File: config.mk
export PLATFORM = sky130hd
export DESIGN_NAME = npc_branch_unit
export DESIGN_NICKNAME = d
export VERILOG_FILES = /design/src/rtl/npc_pkg.sv /design/src/rtl/br_cond_eval.sv /design/src/rtl/npc_branch_unit.sv
export SDC_FILE = /design/constraint.sdc
export NUM_CORES = 1
export LEC_CHECK = 0
export CORE_MARGIN = 3
export CORE_UTILIZATION = 25
export CTS_CLUSTER_DIAMETER = 120
export DETAILED_ROUTE_END_ITERATION = 10
export GPL_TIMING_DRIVEN = 1
export HOLD_SLACK_MARGIN = 0.08
export PLACE_DENSITY = 0.51
export SYNTH_ARGS = -nofsm -noshare
export SYNTH_HDL_FRONTEND = slang
export SYNTH_SLANG_ARGS = --single-unit
File: constraint.sdc
create_clock -name clk -period 3.55 [get_ports clk]
set_clock_uncertainty 0.15 [all_clocks]
set_input_delay 0.5325 -clock clk [delete_from_list [all_inputs] [get_ports clk]]
set_output_delay 0.5325 -clock clk [all_outputs]
set_load 0.03 [all_outputs]
File: src/rtl/npc_pkg.sv
// Shared branch-class encodings and FSM state type for the next-PC unit.
package npc_pkg;

  localparam logic [3:0] BR_NONE = 4'd0;
  localparam logic [3:0] BR_BEQ  = 4'd1;
  localparam logic [3:0] BR_BNE  = 4'd2;
  localparam logic [3:0] BR_BGEZ = 4'd3;
  localparam logic [3:0] BR_BGTZ = 4'd4;
  localparam logic [3:0] BR_BLEZ = 4'd5;
  localparam logic [3:0] BR_BLTZ = 4'd6;
  localparam logic [3:0] BR_J    = 4'd7;
  localparam logic [3:0] BR_JAL  = 4'd8;
  localparam logic [3:0] BR_JR   = 4'd9;
  localparam logic [3:0] BR_JALR = 4'd10;
  localparam logic [3:0] BR_BEQL = 4'd11;
  localparam logic [3:0] BR_BNEL = 4'd12;

  typedef enum logic {
    SEQ   = 1'b0,
    ANNUL = 1'b1
  } state_t;

endpackage

File: src/rtl/br_cond_eval.sv
// Maps branch class plus comparator flags to a take/not-take condition.
// BEQL/BNEL are decoded only when BRANCH_LIKELY_EN is defined.
module br_cond_eval
  import npc_pkg::*;
(
  input  logic [3:0] br_type,
  input  logic       equal,
  input  logic       g_or_e,
  input  logic       greater,
  output logic       cond,
  output logic       likely
);

  always_comb begin
    cond   = 1'b0;
    likely = 1'b0;
    case (br_type)
      BR_BEQ:  cond = equal;
      BR_BNE:  cond = ~equal;
      BR_BGEZ: cond = g_or_e;
      BR_BGTZ: cond = greater;
      BR_BLEZ: cond = ~greater;
      BR_BLTZ: cond = ~g_or_e;
      BR_J, BR_JAL, BR_JR, BR_JALR: cond = 1'b1;
`ifdef BRANCH_LIKELY_EN
      BR_BEQL: begin
        cond   = equal;
        likely = 1'b1;
      end
      BR_BNEL: begin
        cond   = ~equal;
        likely = 1'b1;
      end
`endif
      default: cond = 1'b0;
    endcase
  end

endmodule

File: src/rtl/npc_branch_unit.sv
// IF-stage PC register with ID-stage branch resolution, stall hold, delay-slot
// annulment for branch-likely (BRANCH_LIKELY_EN) and a taken-transfer counter.
module npc_branch_unit
  import npc_pkg::*;
#(
  parameter logic [31:0] RESET_PC = 32'h0000_3000,
  parameter int          CNT_W    = 16
) (
  input  logic             clk,
  input  logic             reset,
  input  logic             stall,
  input  logic [3:0]       br_type,
  input  logic             equal,
  input  logic             g_or_e,
  input  logic             greater,
  input  logic [15:0]      imm16,
  input  logic [25:0]      instr_index,
  input  logic [31:0]      jr_target,
  output logic [31:0]      pc,
  output logic [31:0]      link_addr,
  output logic             taken,
  output logic             flush_ds,
  output logic [CNT_W-1:0] taken_cnt
);

  logic             cond;
  logic             likely;
  state_t           state;
  state_t           next_state;
  logic [31:0]      pc_seq;
  logic [31:0]      target;
  logic [31:0]      pc_next;
  logic [CNT_W-1:0] cnt_next;

  br_cond_eval u_cond (
    .br_type (br_type),
    .equal   (equal),
    .g_or_e  (g_or_e),
    .greater (greater),
    .cond    (cond),
    .likely  (likely)
  );

  // The branch sits at pc-4, so pc itself is the delay slot and pc+4 is branch PC+8.
  assign pc_seq    = pc + 32'd4;
  assign link_addr = pc_seq;
  assign taken     = cond & ~stall & (state != ANNUL);

  always_comb begin
    target = pc_seq;
    case (br_type)
      BR_BEQ, BR_BNE, BR_BGEZ, BR_BGTZ, BR_BLEZ, BR_BLTZ, BR_BEQL, BR_BNEL:
        target = pc + {{14{imm16[15]}}, imm16, 2'b00};
      BR_J, BR_JAL:
        target = {pc[31:28], instr_index, 2'b00};
      BR_JR, BR_JALR:
        target = jr_target;
      default:
        target = pc_seq;
    endcase
  end

  // Nothing commits while stalled; the decision is simply re-evaluated later.
  always_comb begin
    next_state = state;
    pc_next    = pc;
    cnt_next   = taken_cnt;
    if (!stall) begin
      case (state)
        SEQ: begin
          pc_next = taken ? target : pc_seq;
          if (taken) cnt_next = taken_cnt + CNT_W'(1);
          if (likely && !cond) next_state = ANNUL;
        end
        ANNUL: begin
          pc_next    = pc_seq;
          next_state = SEQ;
        end
        default: next_state = SEQ;
      endcase
    end
  end

  always_ff @(posedge clk or posedge reset) begin
    if (reset) begin
      state     <= SEQ;
      pc        <= RESET_PC;
      taken_cnt <= '0;
    end else begin
      state     <= next_state;
      pc        <= pc_next;
      taken_cnt <= cnt_next;
    end
  end

`ifdef BRANCH_LIKELY_EN
  assign flush_ds = (state == ANNUL);
`else
  assign flush_ds = 1'b0;
`endif

endmodule
Word level (Yosys, flattened, before mapping):

Cells that the tools add are included.

* output and inout bits: 82
* bits in registers: 48

* reductions and logical operators: 6
* $add $sub $neg: 3
* bitwise operators: 5
* eq/ne operators: 13
* muxes and demuxes: 3

Operators by type and width (count)
* 32-bit case mux with 3 select lines: 1
* 32-bit by 3-bit adder with 32-bit output, second input constant: 1
* 32-bit adder: 1
* 32-bit 2-to-1 mux: 1
* 4-bit == test, second input constant: 5
* 16-bit by 1-bit adder with 16-bit output, second input constant: 1
* 4-bit by 3-bit == test with 1-bit output, second input constant: 4
* 4-bit by 2-bit == test with 1-bit output, second input constant: 2
* 8-bit OR reduction: 1
* 1-bit case mux with 7 select lines: 1
* 4-bit by 1-bit == test with 1-bit output, second input constant: 1
* 1-bit NOT: 4
* 2-bit AND reduction: 2
* 2-bit OR reduction: 2
* 4-bit OR reduction: 1
* 2-bit != test, second input constant: 1
* 1-bit bitwise AND: 1

Logic depth before layout (Yosys ltp):

Gate-level depths: netlist (run 1).

* depth in word-level cells: 6
* gate-level depth with buffers: 12
* depth with buffers taken out: 9

Modules after synthesis:

A second synthesis (run 1) with hierarchy kept.

* cell total of the unflattened synthesis: 675
* area total of the unflattened synthesis: 5251.3 um^2

By module, submodules not included
* npc_branch_unit: sequential area each 1228.7 um^2, cells an instance 665, area each 5163.7 um^2, times used 1
* br_cond_eval: sequential area each 0.0 um^2, cells an instance 10, area each 87.6 um^2, times used 1

Worst setup path after synthesis (run 1):

Ideal clock, no wire load.

* path type: register -> output
* start point: register pc[3]
* end point: output link_addr[22]
* data arrival time: 2.298 ns
* slack: 0.570 ns
* data required time: 2.867 ns
* stages on the path, launching flop included: 7
* cell sequence: dfrtp_1 ha_1 and3_1 nand2b_1 nor2_1 nand4_1 xnor2_1

* longest elaborated chain between the ends: 1

Ends and longest elaborated chain
* from (decl): RTL line npc_branch_unit.sv:19 `output logic [31:0] pc,`
* from (signal assigned): RTL line npc_branch_unit.sv:91 `pc <= pc_next;`
* 32-bit by 3-bit adder with 32-bit output: RTL line npc_branch_unit.sv:45 `assign pc_seq = pc + 32'd4;`
* to (decl): RTL line npc_branch_unit.sv:20 `output logic [31:0] link_addr,`

No other way between the ends.

Final worst setup path (run 1):

* start point: register pc[13]
* end point: output link_addr[17]

The elaborated chain is that of the path after synthesis.

==> PnR_summary.wiki, run 1 <==
{| class="wikitable"
! Metric !! Value
|-
| Slew at the pin closest to its max-slew limit || 680 ps
|-
| Effective utilization at floorplan || 0.255
|-
| Pwr dens || 783 nW/µm²
|-
| Area contributors post-synth || dfrtp_1 (21%), ha_1 (7.2%), xnor2_1 (6.3%)
|-
| Largest net degree at the start of global routing || 48
|-
| Core Area || 21200 µm²
|-
| Unique cell type count in the Yosys netlist || 88
|-
| Share of flip-flops with an asynchronous set or reset || 1.00
|-
| Final layout net count || 982
|-
| Pins over their slew limit || 0
|-
| Total Power || 6090 µW
|-
| Final setup fails || 0
|-
| Most common cell in the netlist || a21oi_1
|-
| Worst-Skew Late Latency || 310 ps
|-
| First-pass GRT wire length || 33900 µm
|-
| Leak Pwr || 0.00312 µW
|-
| Worst slack after detailed placement || 53.8 ps
|-
| Leading area contributor after synthesis || dfrtp_1
|-
| CTS root buffer || clkbuf_16
|-
| Post-Route Utilization || 0.367
|-
| Count of non-filler cells in the finished layout || 1142
|-
| Vias per cell || 5.33
|-
| Clock period minus final worst setup slack || 3450 ps
|-
| Count of yosys warnings during synthesis || 0
|-
| Die area || 23400 µm²
|-
| Most frequently used flop master after synthesis || dfrtp_1
|-
| Number of enable flip-flop cells after synthesis || 0
|-
| Post-route DRC || 0
|-
| Crit share post-route || 0.971
|-
| Final setup slack of the worst path || 104 ps
|-
| Gate Count Post-Synth || 690
|-
| Number of antenna violations at the first check in global routing || 0
|-
| Placed inst area || 7590 µm²
|-
| Die height || 153 µm
|-
| Worst relative slew slack || 0.542
|-
| Mean instance size in the synthesized netlist || 7.83 µm²
|-
| Cell area after synthesis || 5400 µm²
|-
| CTS tree || yes
|-
| CTS HTree Levels || 2
|-
| Remaining number of nets flagged by the antenna check after routing || 0
|-
| Critical path arrival || 2760 ps
|-
| Row count || 53
|-
| Setup crit end kind || output port
|-
| RD Place Congestion || 0.886
|-
| Most frequent cells after synthesis || a21oi_1 (68), nand2_1 (67), nor2_1 (57)
|-
| DPL Wire Length || 17200 µm
|-
| Max Fanout on Critical Path || 5
|-
| Filler Cell Count || 2198
|-
| Hold Crit Class || reg2reg
|-
| Horizontal die dimension || 153 µm
|-
| Maximum buffer depth of the clock tree || 2
|-
| Routed wirelength normalized by instance count || 19.0 µm
|-
| Count of placed standard cells including taps || 1134
|-
| Number of violations reported at the end of detailed-routing iteration 0 || 469
|-
| Number of failing hold endpoints at the final stage || 0
|-
| Area Growth Syn to Fin || 43.9%
|-
| Multi-input logic area || 3890 µm²
|-
| Number of sinks driven by the clock tree || 48
|-
| Number of search-and-repair iterations in the first detailed-routing pass || 6
|-
| Vias post-DR || 6090
|-
| Worst EP required || 2870 ps
|-
| Total Routing Usage GR || 0.180
|-
| Count of boundary I/O pins || 166
|-
| Net count after synthesis || 806
|-
| Sequential fraction of the synthesis area || 0.223
|-
| Crit path kind || reg2out
|-
| GRT overflow || 0
|-
| Area share of the largest cell type after synthesis || 0.213
|-
| Clock-pin transition on the worst setup and hold timing paths || 80 ps
|-
| Type of element launching the critical path || flop
|-
| Number of max-cap violations || 0
|-
| Achievable frequency || 290 MHz
|-
| Post-synthesis sequential element count || 48
|-
| Max VDD drop || 473 µV
|-
| Number of clock buffers inserted by TritonCTS || 5
|-
| Wire length reported by the detailed router || 21700 µm
|-
| Footprint of the flip-flops and latches || 1200 µm²
|-
| Count of inserted antenna diode cells || 0
|-
| Status || finished clean
|-
| Post-route cell area || 7770 µm²
|-
| Ratio of cells with drive above 1 in the final layout || 0.115
|-
| IO buf count || 164
|-
| Number of global-route vias before repair || 5867
|}
[per-layer routing]
layer,share of wire,vias to the layer above,GRT usage
li1,-,2928,-
met5,0,-,0
met3,0.065,22,0.0280
met1,0.45,2923,0.248
met2,0.47,217,0.298
met4,0.016,0,0.0399
[what timing repair did]
item | in CTS | in global routing
resized for setup | 2 | 1
hold endpoints to repair | 0 | 0
buffers inserted | 0 | 0
endpoints found under the setup margin | 4 | 3
hold buffers | 0 | 0
[critical path, stage by stage (launching register included)]
cell and delay (ps):
dfstp_2 590, nand3_1 80, or2_1 340, nor2_1 210
buf_4 150, nand4_1 170, xnor2_1 210, clkdlybuf4s50_1 700
[state kept, by name, indices dropped and copies added, names as in the netlist]
name,cells
pc,32
taken_cnt,16
[final cells by class]
class	count	area share
tap	275	0.0443
clock buffer	5	0.0161
clock inverter	3	0.00596
sequential	48	0.155
multi-input combinational	579	0.500
inverter	21	0.0108
timing repair buffer	211	0.268
[logic make-up after synthesis]
kind of cell,count (synthesis),synth area share
DFF,48,0.223
other,1,0.000694
muxes,8,0.0157
buffers and inverters,63,0.0614
xor gates and xnor gates,64,0.105
adders and majority gates,32,0.0755
and+or+nand+nor,242,0.227
AOI/OAI and AO/OA,232,0.292
[where the power goes]
part	total [µW]	internal (µW)	leakage, µW	switching, µW
Combinational	4430	1880	0.00245	2540
Clock	583	336	0.0000804	247
Sequential	1070	740	0.000589	334
[placed cells by master (no fill, tap or decap), drive strengths merged, types with 6 or more instances in the layout]
master	count
o21ai	51
nand4	15
ha	31
inv	22
buf	56
a221oi	14
clkdlybuf4s50	154
o211ai	10
and3	15
nand2b	6
nand2	67
o31ai	6
a222oi	7
a21oi	70
a21o	8
a31oi	10
nor2	57
nor3	14
xnor2	40
dfrtp	46
xor2	24
nand3	39
[final timing paths]
path | end | depth (start not counted) | slack [ps] | start
worst min-delay path | taken_cnt[15]$_DFFE_PP0P_ | 1 | 330 | taken_cnt[15]$_DFFE_PP0P_
worst min register to register | taken_cnt[15]$_DFFE_PP0P_ | 1 | 330 | taken_cnt[15]$_DFFE_PP0P_
worst max register to register | pc[26]$_DFFE_PP0N_ | 10 | 450 | pc[2]$_DFFE_PP0N_
max in group asynchronous | pc[12]$_DFFE_PP1N_ | 3 | 2060 | reset
worst max-delay path | link_addr[17] | 7 | 100 | pc[13]$_DFFE_PP1N_
min in group asynchronous | taken_cnt[15]$_DFFE_PP0P_ | 2 | 470 | reset
[through the flow]
| step | hold slack (ps) | TNS [ps] |
|---|---|---|
| 2_1_floorplan | 453 | 0 |
| 3_3_place_gp | 318 | 0 |
| 3_5_place_dp | 319 | 0 |
| 4_1_cts | 329 | 0 |
| 5_1_grt | 354 | -6.50 |
| 6_report | 329 | 0 |
Note: power is estimated with default switching activity, not from simulation.
==> inputs of run 2 (changes only) <==
--- a/config.mk
+++ b/config.mk
@@ -9,7 +9,6 @@
 export CORE_UTILIZATION = 25
 export CTS_CLUSTER_DIAMETER = 120
 export DETAILED_ROUTE_END_ITERATION = 10
-export GPL_TIMING_DRIVEN = 1
 export HOLD_SLACK_MARGIN = 0.08
 export PLACE_DENSITY = 0.51
 export SYNTH_ARGS = -nofsm -noshare
==> results of run 2 <==
Final layout, timing and power as in run 1 (identical DEF).
